--- src/rtl/resize_pkg.sv ---
// ----------------------------------------------------------------------------
// resize_pkg
// Shared definitions for the resize sequencer: the engine mode encodings,
// the sequencer FSM state set, the mode/level widths and the switch-to-mode
// decode used by the pixel-path controller.
// ----------------------------------------------------------------------------
package resize_pkg;

    localparam int MODE_W  = 2;
    localparam int LEVEL_W = 2;

    typedef enum logic [MODE_W-1:0] {
        PASS         = 2'd0,
        ZOOM_IN      = 2'd1,
        ZOOM_OUT_DEC = 2'd2,
        ZOOM_OUT_AVG = 2'd3
    } mode_e;

    typedef enum logic [2:0] {
        IDLE       = 3'd0,
        WAIT_FRAME = 3'd1,
        START      = 3'd2,
        RUN        = 3'd3,
        COMMIT     = 3'd4
    } state_e;

    // Conflicting zoom switches fall back to pass-through; averaging only
    // matters when shrinking the image.
    function automatic mode_e decode_mode(input logic zoom_in,
                                          input logic zoom_out,
                                          input logic use_avg);
        mode_e m;
        if (zoom_in && zoom_out) begin
            m = PASS;
        end else if (zoom_in) begin
            m = ZOOM_IN;
        end else if (zoom_out && use_avg) begin
            m = ZOOM_OUT_AVG;
        end else if (zoom_out) begin
            m = ZOOM_OUT_DEC;
        end else begin
            m = PASS;
        end
        return m;
    endfunction

endpackage

--- src/rtl/key_debouncer.sv ---
// ----------------------------------------------------------------------------
// key_debouncer
// Synchronizes one raw active-low push button, accepts a new level only after
// it has been stable for DEBOUNCE_CYCLES consecutive cycles, and emits a
// one-cycle press pulse when the accepted level falls (button pressed).
//
// Ports:
//   clk      in   system clock
//   reset    in   synchronous, active-high reset
//   key_n_i  in   raw active-low button, asynchronous to clk
//   press_o  out  one-cycle pulse per accepted press
// ----------------------------------------------------------------------------
module key_debouncer #(
    parameter int DEBOUNCE_CYCLES = 1000000
) (
    input  logic clk,
    input  logic reset,
    input  logic key_n_i,
    output logic press_o
);

    localparam int CNT_W = (DEBOUNCE_CYCLES > 1) ? $clog2(DEBOUNCE_CYCLES) : 1;
    localparam logic [CNT_W-1:0] CNT_LAST = CNT_W'(DEBOUNCE_CYCLES - 1);

    logic [1:0]       sync_q;
    logic             stable_q;
    logic             stable_d;
    logic [CNT_W-1:0] cnt_q;
    logic [CNT_W-1:0] cnt_d;
    logic             press_q;
    logic             press_d;

    // The counter measures how long the synchronized key has disagreed with
    // the accepted level; any agreement restarts the measurement, so short
    // glitches never reach the accepted level.
    always_comb begin
        stable_d = stable_q;
        cnt_d    = '0;
        if (sync_q[1] != stable_q) begin
            if (cnt_q == CNT_LAST) begin
                stable_d = sync_q[1];
            end else begin
                cnt_d = cnt_q + CNT_W'(1);
            end
        end
        press_d = stable_q & ~stable_d;
    end

    // Released (high) is the idle level of the button, so the synchronizer
    // and accepted level come out of reset high to avoid a spurious press.
    always_ff @(posedge clk) begin
        if (reset) begin
            sync_q   <= 2'b11;
            stable_q <= 1'b1;
            cnt_q    <= '0;
            press_q  <= 1'b0;
        end else begin
            sync_q   <= {sync_q[0], key_n_i};
            stable_q <= stable_d;
            cnt_q    <= cnt_d;
            press_q  <= press_d;
        end
    end

    assign press_o = press_q;

endmodule

--- src/rtl/resize_sequencer.sv ---
// ----------------------------------------------------------------------------
// resize_sequencer
// Turns user switches and zoom keys into a requested {mode, level}, and
// sequences resize-engine jobs so the displayed configuration only changes on
// a frame boundary after the engine has finished.
//
// Ports:
//   clk                   in   system clock
//   reset                 in   synchronous, active-high reset
//   zoom_in_select        in   raw switch
//   zoom_out_select       in   raw switch
//   use_block_avg_select  in   raw switch
//   key_up_n              in   active-low button, level + 1
//   key_down_n            in   active-low button, level - 1
//   frame_start           in   one-cycle pulse at vertical blank
//   engine_start          out  one-cycle job start pulse
//   engine_mode           out  mode of the job being started
//   engine_level          out  level of the job being started
//   engine_done           in   one-cycle job completion pulse
//   display_mode          out  committed mode for the pixel path
//   display_level         out  committed level
//   mode_change_pending   out  request differs from committed configuration
//   error_timeout         out  sticky engine timeout flag
// ----------------------------------------------------------------------------
module resize_sequencer
    import resize_pkg::*;
#(
    parameter int DEBOUNCE_CYCLES = 1000000,
    parameter int MAX_LEVEL       = 2,
    parameter int TIMEOUT_CYCLES  = 2000000
) (
    input  logic               clk,
    input  logic               reset,
    input  logic               zoom_in_select,
    input  logic               zoom_out_select,
    input  logic               use_block_avg_select,
    input  logic               key_up_n,
    input  logic               key_down_n,
    input  logic               frame_start,
    output logic               engine_start,
    output logic [MODE_W-1:0]  engine_mode,
    output logic [LEVEL_W-1:0] engine_level,
    input  logic               engine_done,
    output logic [MODE_W-1:0]  display_mode,
    output logic [LEVEL_W-1:0] display_level,
    output logic               mode_change_pending,
    output logic               error_timeout
);

    localparam logic [LEVEL_W-1:0] MIN_LVL = LEVEL_W'(1);
    localparam logic [LEVEL_W-1:0] MAX_LVL = LEVEL_W'(MAX_LEVEL);
    localparam int TMR_W = (TIMEOUT_CYCLES > 1) ? $clog2(TIMEOUT_CYCLES) : 1;
    localparam logic [TMR_W-1:0] TMR_LAST = TMR_W'(TIMEOUT_CYCLES - 1);

    logic [2:0]         sw_meta_q;
    logic [2:0]         sw_sync_q;
    logic               up_press;
    logic               down_press;
    mode_e              req_mode;
    logic [LEVEL_W-1:0] req_level_q;
    logic [LEVEL_W-1:0] req_level_d;
    logic               req_differs;

    state_e             state_q;
    state_e             state_d;
    mode_e              eng_mode_q;
    mode_e              eng_mode_d;
    logic [LEVEL_W-1:0] eng_level_q;
    logic [LEVEL_W-1:0] eng_level_d;
    mode_e              disp_mode_q;
    mode_e              disp_mode_d;
    logic [LEVEL_W-1:0] disp_level_q;
    logic [LEVEL_W-1:0] disp_level_d;
    logic               pending_q;
    logic               pending_d;
    logic               error_q;
    logic               error_d;
    logic [TMR_W-1:0]   timer_q;
    logic [TMR_W-1:0]   timer_d;

    key_debouncer #(
        .DEBOUNCE_CYCLES(DEBOUNCE_CYCLES)
    ) u_key_up (
        .clk     (clk),
        .reset   (reset),
        .key_n_i (key_up_n),
        .press_o (up_press)
    );

    key_debouncer #(
        .DEBOUNCE_CYCLES(DEBOUNCE_CYCLES)
    ) u_key_down (
        .clk     (clk),
        .reset   (reset),
        .key_n_i (key_down_n),
        .press_o (down_press)
    );

    // Two-flop synchronizer for the switch bank: {avg, zoom_out, zoom_in}.
    always_ff @(posedge clk) begin
        if (reset) begin
            sw_meta_q <= '0;
            sw_sync_q <= '0;
        end else begin
            sw_meta_q <= {use_block_avg_select, zoom_out_select, zoom_in_select};
            sw_sync_q <= sw_meta_q;
        end
    end

    assign req_mode = decode_mode(sw_sync_q[0], sw_sync_q[1], sw_sync_q[2]);

    // Simultaneous up and down presses cancel; otherwise the level saturates
    // at both ends rather than wrapping.
    always_comb begin
        req_level_d = req_level_q;
        if (up_press && !down_press && (req_level_q < MAX_LVL)) begin
            req_level_d = req_level_q + LEVEL_W'(1);
        end else if (down_press && !up_press && (req_level_q > MIN_LVL)) begin
            req_level_d = req_level_q - LEVEL_W'(1);
        end
    end

    always_ff @(posedge clk) begin
        if (reset) begin
            req_level_q <= MIN_LVL;
        end else begin
            req_level_q <= req_level_d;
        end
    end

    assign req_differs = (req_mode != disp_mode_q) || (req_level_q != disp_level_q);

    // Sequencer next-state logic. The display registers are loaded on the
    // transition into COMMIT so the new configuration is visible in the cycle
    // right after engine_done (or after frame_start for a pass-through job).
    always_comb begin
        state_d      = state_q;
        eng_mode_d   = eng_mode_q;
        eng_level_d  = eng_level_q;
        disp_mode_d  = disp_mode_q;
        disp_level_d = disp_level_q;
        pending_d    = pending_q;
        error_d      = error_q;
        timer_d      = timer_q;
        engine_start = 1'b0;
        unique case (state_q)
            IDLE: begin
                timer_d = '0;
                if (req_differs) begin
                    state_d   = WAIT_FRAME;
                    pending_d = 1'b1;
                end
            end
            WAIT_FRAME: begin
                if (!req_differs) begin
                    state_d   = IDLE;
                    pending_d = 1'b0;
                end else if (frame_start) begin
                    eng_mode_d  = req_mode;
                    eng_level_d = req_level_q;
                    if (req_mode == PASS) begin
                        disp_mode_d  = req_mode;
                        disp_level_d = req_level_q;
                        pending_d    = 1'b0;
                        state_d      = COMMIT;
                    end else begin
                        state_d = START;
                    end
                end
            end
            START: begin
                engine_start = 1'b1;
                timer_d      = '0;
                state_d      = RUN;
            end
            RUN: begin
                if (engine_done) begin
                    disp_mode_d  = eng_mode_q;
                    disp_level_d = eng_level_q;
                    pending_d    = 1'b0;
                    state_d      = COMMIT;
                end else if (timer_q == TMR_LAST) begin
                    error_d = 1'b1;
                    state_d = IDLE;
                end else begin
                    timer_d = timer_q + TMR_W'(1);
                end
            end
            COMMIT: begin
                state_d = IDLE;
            end
            default: begin
                state_d = IDLE;
            end
        endcase
    end

    // Sequencer state and committed configuration registers.
    always_ff @(posedge clk) begin
        if (reset) begin
            state_q      <= IDLE;
            eng_mode_q   <= PASS;
            eng_level_q  <= MIN_LVL;
            disp_mode_q  <= PASS;
            disp_level_q <= MIN_LVL;
            pending_q    <= 1'b0;
            error_q      <= 1'b0;
            timer_q      <= '0;
        end else begin
            state_q      <= state_d;
            eng_mode_q   <= eng_mode_d;
            eng_level_q  <= eng_level_d;
            disp_mode_q  <= disp_mode_d;
            disp_level_q <= disp_level_d;
            pending_q    <= pending_d;
            error_q      <= error_d;
            timer_q      <= timer_d;
        end
    end

    assign engine_mode         = eng_mode_q;
    assign engine_level        = eng_level_q;
    assign display_mode        = disp_mode_q;
    assign display_level       = disp_level_q;
    assign mode_change_pending = pending_q;
    assign error_timeout       = error_q;

endmodule

--- config.mk ---
export PLATFORM = sky130hd
export DESIGN_NAME = resize_sequencer
export DESIGN_NICKNAME = d
export VERILOG_FILES = /design/src/rtl/resize_pkg.sv /design/src/rtl/key_debouncer.sv /design/src/rtl/resize_sequencer.sv
export SDC_FILE = /design/constraint.sdc
export NUM_CORES = 1
export LEC_CHECK = 0
export ABC_AREA = 1
export CAP_MARGIN = 20
export CORE_ASPECT_RATIO = 1.4
export CORE_UTILIZATION = 50
export CTS_BUF_LIST = sky130_fd_sc_hd__clkbuf_16
export CTS_CLUSTER_SIZE = 28
export DETAILED_ROUTE_END_ITERATION = 12
export GPL_TIMING_DRIVEN = 0
export PLACE_DENSITY = 0.66
export SKIP_LAST_GASP = 1
export SYNTH_ARGS = -nofsm -noshare
export SYNTH_HDL_FRONTEND = slang
export SYNTH_SLANG_ARGS = --single-unit
--- constraint.sdc ---
create_clock -name clk -period 2.25 [get_ports clk]
set_clock_uncertainty 0.15 [all_clocks]
set_input_delay 0.45 -clock clk [delete_from_list [all_inputs] [get_ports clk]]
set_output_delay 0.45 -clock clk [all_outputs]
set_load 0.01 [all_outputs]
* Word-level counts from Yosys, hierarchy flattened
Cells that the tools add are included.
** Word-level totals
- Register bits after elaboration :: 90
- Bits of input ports :: 9
- Output and inout port bits :: 11
- Word-level logic and storage cells :: 114
** Cells by class
- Add/sub/neg operators :: 5
- $lt $le $gt $ge :: 2
- Equal/unequal tests :: 20
- Multiplexer cells :: 37
- Bitwise gates (word level) :: 7
- Reductions and logical operators :: 24
** Operators by type and width (number)
- 21-bit 2-to-1 mux :: 2
- 21-bit one-hot mux with 2 select lines :: 1
- 20-bit by 1-bit adder with 20-bit output (second input constant) :: 2
- 20-bit == test (second input constant) :: 2
- 2-bit 2-to-1 mux :: 14
- 21-bit by 1-bit adder with 21-bit output (second input constant) :: 1
- 21-bit == test (second input constant) :: 1
- 3-bit 2-to-1 mux :: 6
- 2-bit != test (second input constant) :: 7
- 3-bit one-hot mux with 4 select lines :: 1
- 3-bit AND reduction :: 4
- 1-bit 2-to-1 mux :: 10
- 5-bit AND reduction :: 2
- 3-bit != test (second input constant) :: 3
- 2-bit one-hot mux with 2 select lines :: 2
- 3-bit by 2-bit == test with 1-bit output (second input constant) :: 2
- 1-bit logical AND :: 6
- 2-bit nonzero test :: 3
- 3-bit OR reduction :: 2
- 1-bit inverter :: 5
- 2-bit != test :: 2
- 3-bit by 1-bit == test with 1-bit output (second input constant) :: 1
- 3-bit logical NOT :: 1
- 1-bit one-hot mux with 3 select lines :: 1
- 11 further kinds :: 14

* Longest topological paths before layout
- Depth after elaboration :: 9
- Depth in mapped cells :: 11
- Gate-level depth less buffers :: 11

* Modules after synthesis
From an unflattened synthesis, not the netlist that was laid out.
** Unflattened totals
- Cell total of the unflattened synthesis :: 688
- Area total of the unflattened synthesis :: 4793.3 um^2
** Modules (own cells, without submodules)
- key_debouncer :: times used 2, cells each 168, area each 1218.7 um^2, seq. area each 480.5 um^2
- resize_sequencer :: times used 1, cells each 352, area each 2356.0 um^2, seq. area each 840.8 um^2

* Worst setup path before layout
No wires, ideal clock.
- Path kind :: register to register
- From :: register timer_q[0]
- To :: register timer_q[2]
- Library setup time :: 0.117 ns
- Arrival time :: 1.504 ns
- Required time :: 1.983 ns
- Path slack :: 0.479 ns
- Stages on the path, launching flop included :: 10
- Buffers on the path :: 1
- Clock period less this slack :: 1.771 ns
- Cells stage by stage :: dfxtp_1 > ha_1 > nand3_4 > nor2_8 > nand3_4 > nand2_4 > nand2_2 > buf_4 > a21oi_1 > nor2_1
** On the way
- Word-level cells in the longest chain between the ends :: 4
- Elaborated cells between the ends (all ways) :: 7
- Classes of those cells :: 1 x add/sub; 2 x eq/ne; 3 x mux; 1 x reduce/logical
** Ends and longest elaborated chain
- start, declared :: RTL line resize_sequencer.sv:78 : logic [TMR_W-1:0] timer_q;
- start signal, assigned :: RTL line resize_sequencer.sv:217 : timer_q <= timer_d;
- 21-bit by 1-bit adder with 21-bit output :: RTL line resize_sequencer.sv:186 : timer_d = timer_q + TMR_W'(1);
- 21-bit 2-to-1 mux :: RTL line resize_sequencer.sv:182 : end else if (timer_q == TMR_LAST) begin
- 21-bit 2-to-1 mux :: RTL line resize_sequencer.sv:177 : if (engine_done) begin
- 21-bit one-hot mux with 2 select lines :: RTL line resize_sequencer.sv:146 : unique case (state_q)
Parallel ways exist; a longest one is shown, timed or not. The select of a mux whose other input is x is not followed.
A chain may end at the register's enable or synchronous reset.

* Worst setup path in the final report
- From :: register timer_q[0]
- To :: register timer_q[16]
The elaborated chain is that of the path after synthesis.

==> results.cfg <==
[power_and_ir_drop]
p_seq_share_pct = 40.6
power.switching_mw = 1.192
switching_share_pct = 28.16
finalPower_mw = 4.235
comb_power_share_pct = 18.7
leakagePower_nw = 1.976
ir_drop_uv = 575.8
clkPwrFrac_pct = 40.8
p_int_mw = 3.042
p_per_area_nw_per_um2 = 805.8

[status]
status = completed

[route]
drc = 0
drt-total-wl_um = 9924
via_per_inst = 5.168
drt-met1-wl_um = 4290
met3_length_um = 165
vias = 4150
ant_nets = 0
firstDrtPassIters = 4
highest_layer = met4
dr.first_iter.drc_count = 149
dr_wl_met2_um = 5239
wire_per_inst_um = 12.36

[worst_hold_path]
hold_depth = 2
min_path_type = register to register

[cts]
cts_buffers = 9
cts_root_buf = clkbuf_16
cts_buffer_depth = 2
clk_latency_ns = 0.34
hold_buffers = 0
cts_tree = done
path_clk_slew_ns = 0.07
cts_max_level = 3
cts.sinks = 90

[layout]
multi_input_area_um2 = 2419
design_area_um2 = 5255
drive_gt1_share_pct = 8.333
layout.nets = 705
syn_to_final_growth_pct = 14.69
nFillCells = 888
utilization_pct = 58.54
n_antenna_cell = 0
seqCellArea_um2 = 1802
layout.cells.non_filler = 803

[floorplan]
core_um2 = 8977
fp.dieH_um = 115.3
rows = 41
start_util_pct = 51.04
die_area_um2 = 9556
die_w_um = 82.91
top_level_ports = 20

[critical_path]
worstRegToRegCells = 8
path_class = register to register
cp.arrival_ns = 2.22
start_kind = register
critPathRequiredTime_ns = 2.37
critPathMaxFanout = 10
end_kind = register

[logic_synthesis]
synth_area_um2 = 4582
synthesis.nets = 675
syn_avg_cell_area_um2 = 6.921
yosys_warnings = 0
synthCells = 662
ys_types = 39
ys_ff_latch = 90
yosysSeqAreaShare_pct = 39.32
postSynth.asyncResetShare_pct = 0
synth_area_leaders = dfxtp_1, nand2_1, nor2_1
synth_edf_count = 0
synth.top_cell.area_share_pct = 39.32
synth_top_area_cell = dfxtp_1
synth_ff_type = dfxtp_1

[sta]
worst_slew_pin_slew_ns = 0.6403
setup_slack_ns = 0.1537
whs_ns = 0.2614
hold_viol_final = 0
min_period_ns = 2.096
max_freq_mhz = 477.0
relSlewSlack_pct = 57.31
setup_violations = 0
drv_slew = 0
fin_crit_sh_pct = 93.17
fin_tns_setup_ns = 0
rsz0062_at_grt = false

[grt]
grt_max_degree = 16
gr-total-overflow = 0
antenna_found_initial = 0
grt_pass1_vias = 3866
grt.total_usage_pct = 21.72
grt_pass1_wl_um = 16820

[place]
hpwl_um = 7300
post_dp_cell_area_um2 = 4906
portBuffers = 19
pre_cts_ws_ns = -0.07432
dpl.cell_count = 788
place_congestion = 0.8807

[run]
drv_cap = 0
per-layer routing:
layer	vias up	GRT usage, %
met5	-	0
met4	0	11.49
met3	16	3.159
met2	42	41.31
met1	1911	23.15
li1	2181	-
power by group through the flow:
stage / Combinational, mW / Sequential [mW] / Clock (mW)
6_report: 0.790 / 1.72 / 1.73
5_1_grt: 0.886 / 1.72 / 1.83
4_1_cts: 0.790 / 1.72 / 1.76
3_5_place_dp: 0.786 / 1.75 / 0
3_3_place_gp: 0.775 / 1.75 / 0
2_1_floorplan: 0.520 / 1.76 / 0
worst max-delay path, cell delays in order, from the launching register on:
cell and delay [ns]:
dfxtp_1 0.45, ha_2 0.30, nand3_4 0.16, nor2_8 0.15, nand3_4 0.12, a21oi_4 0.28, buf_6 0.21, nand2_1 0.08
a21oi_2 0.13
flip-flops by register name, summed over array words and instances, names as in the netlist, 2 cells and up:
register           flops
req_level_q            2
u_key_down.sync_q      2
u_key_up.sync_q        2
display_mode           2
u_key_down.cnt_q      20
display_level          2
timer_q               21
sw_sync_q              3
engine_level           2
state_q                3
sw_meta_q              3
engine_mode            2
u_key_up.cnt_q        20
logic make-up after synthesis:
family                   after synthesis  synth area share [%]
adder cells (fa/ha/maj)                4                 1.092
AND/OR/NAND/NOR                      393                 39.24
buffers and inverters                 89                 8.110
flip-flops                            90                 39.32
XOR/XNOR                              23                 4.396
AO/OA/AOI/OAI                         63                 7.837
cells in the mapped netlist, drive strengths merged, types with 3 or more instances:
| master | n |
|---|---|
| a21oi | 42 |
| buf | 9 |
| clkbuf | 5 |
| dfxtp | 90 |
| ha | 4 |
| inv | 74 |
| nand2 | 157 |
| nand3 | 54 |
| nand3b | 6 |
| nand4 | 10 |
| nor2 | 124 |
| nor3 | 21 |
| nor3b | 12 |
| nor4 | 3 |
| o211ai | 3 |
| o21ai | 15 |
| or2 | 5 |
| xnor2 | 7 |
| xor2 | 16 |
layout make-up:
class / instances / share of cell area [%]
plain buffers: 14 / 1.714
clock buffers: 9 / 4.286
clock inverters: 6 / 2.190
inverters: 75 / 5.357
multi-input cells: 483 / 46.02
flip-flops and latches: 90 / 34.29
well taps: 107 / 2.548
repair buffers: 19 / 3.595
worst paths after layout:
kind,start,slack [ns],to
max reg2reg,timer_q[0]$_SDFFE_PP0P_,0.15,timer_q[16]$_SDFFE_PP0P_
min reg2reg,sw_meta_q[2]$_SDFF_PP0_,0.26,sw_sync_q[2]$_SDFF_PP0_
max,timer_q[0]$_SDFFE_PP0P_,0.15,timer_q[16]$_SDFFE_PP0P_
min,sw_meta_q[2]$_SDFF_PP0_,0.26,sw_sync_q[2]$_SDFF_PP0_
cell usage in the layout, fill, tap and decap left out, types with 2 or more instances in the layout:
| cell | n |
|---|---|
| nand2_1 | 148 |
| nor2_1 | 117 |
| dfxtp_1 | 90 |
| inv_1 | 72 |
| nand3_1 | 52 |
| a21oi_1 | 36 |
| nor3_1 | 19 |
| clkdlybuf4s50_1 | 18 |
| xor2_1 | 16 |
| o21ai_0 | 15 |
| nor3b_1 | 12 |
| nand4_1 | 9 |
| clkbuf_16 | 9 |
| xnor2_1 | 7 |
| nand2_2 | 7 |
| nand3b_1 | 6 |
| clkbuf_1 | 5 |
| or2_2 | 5 |
| a21oi_2 | 5 |
| nor2_2 | 4 |
| buf_6 | 4 |
| buf_2 | 3 |
| nor4_1 | 3 |
| o211ai_1 | 3 |
| ha_1 | 3 |
| bufinv_16 | 3 |
| nor2_4 | 2 |
| inv_2 | 2 |
| nand3_4 | 2 |
| nand2_4 | 2 |
timing repair:
action	CTS	global route
resized for setup	3	1
hold endpoints to repair	0	0
setup buffers	0	0
endpoints found under the setup margin	1	7
(Power assumes the default switching activity.)
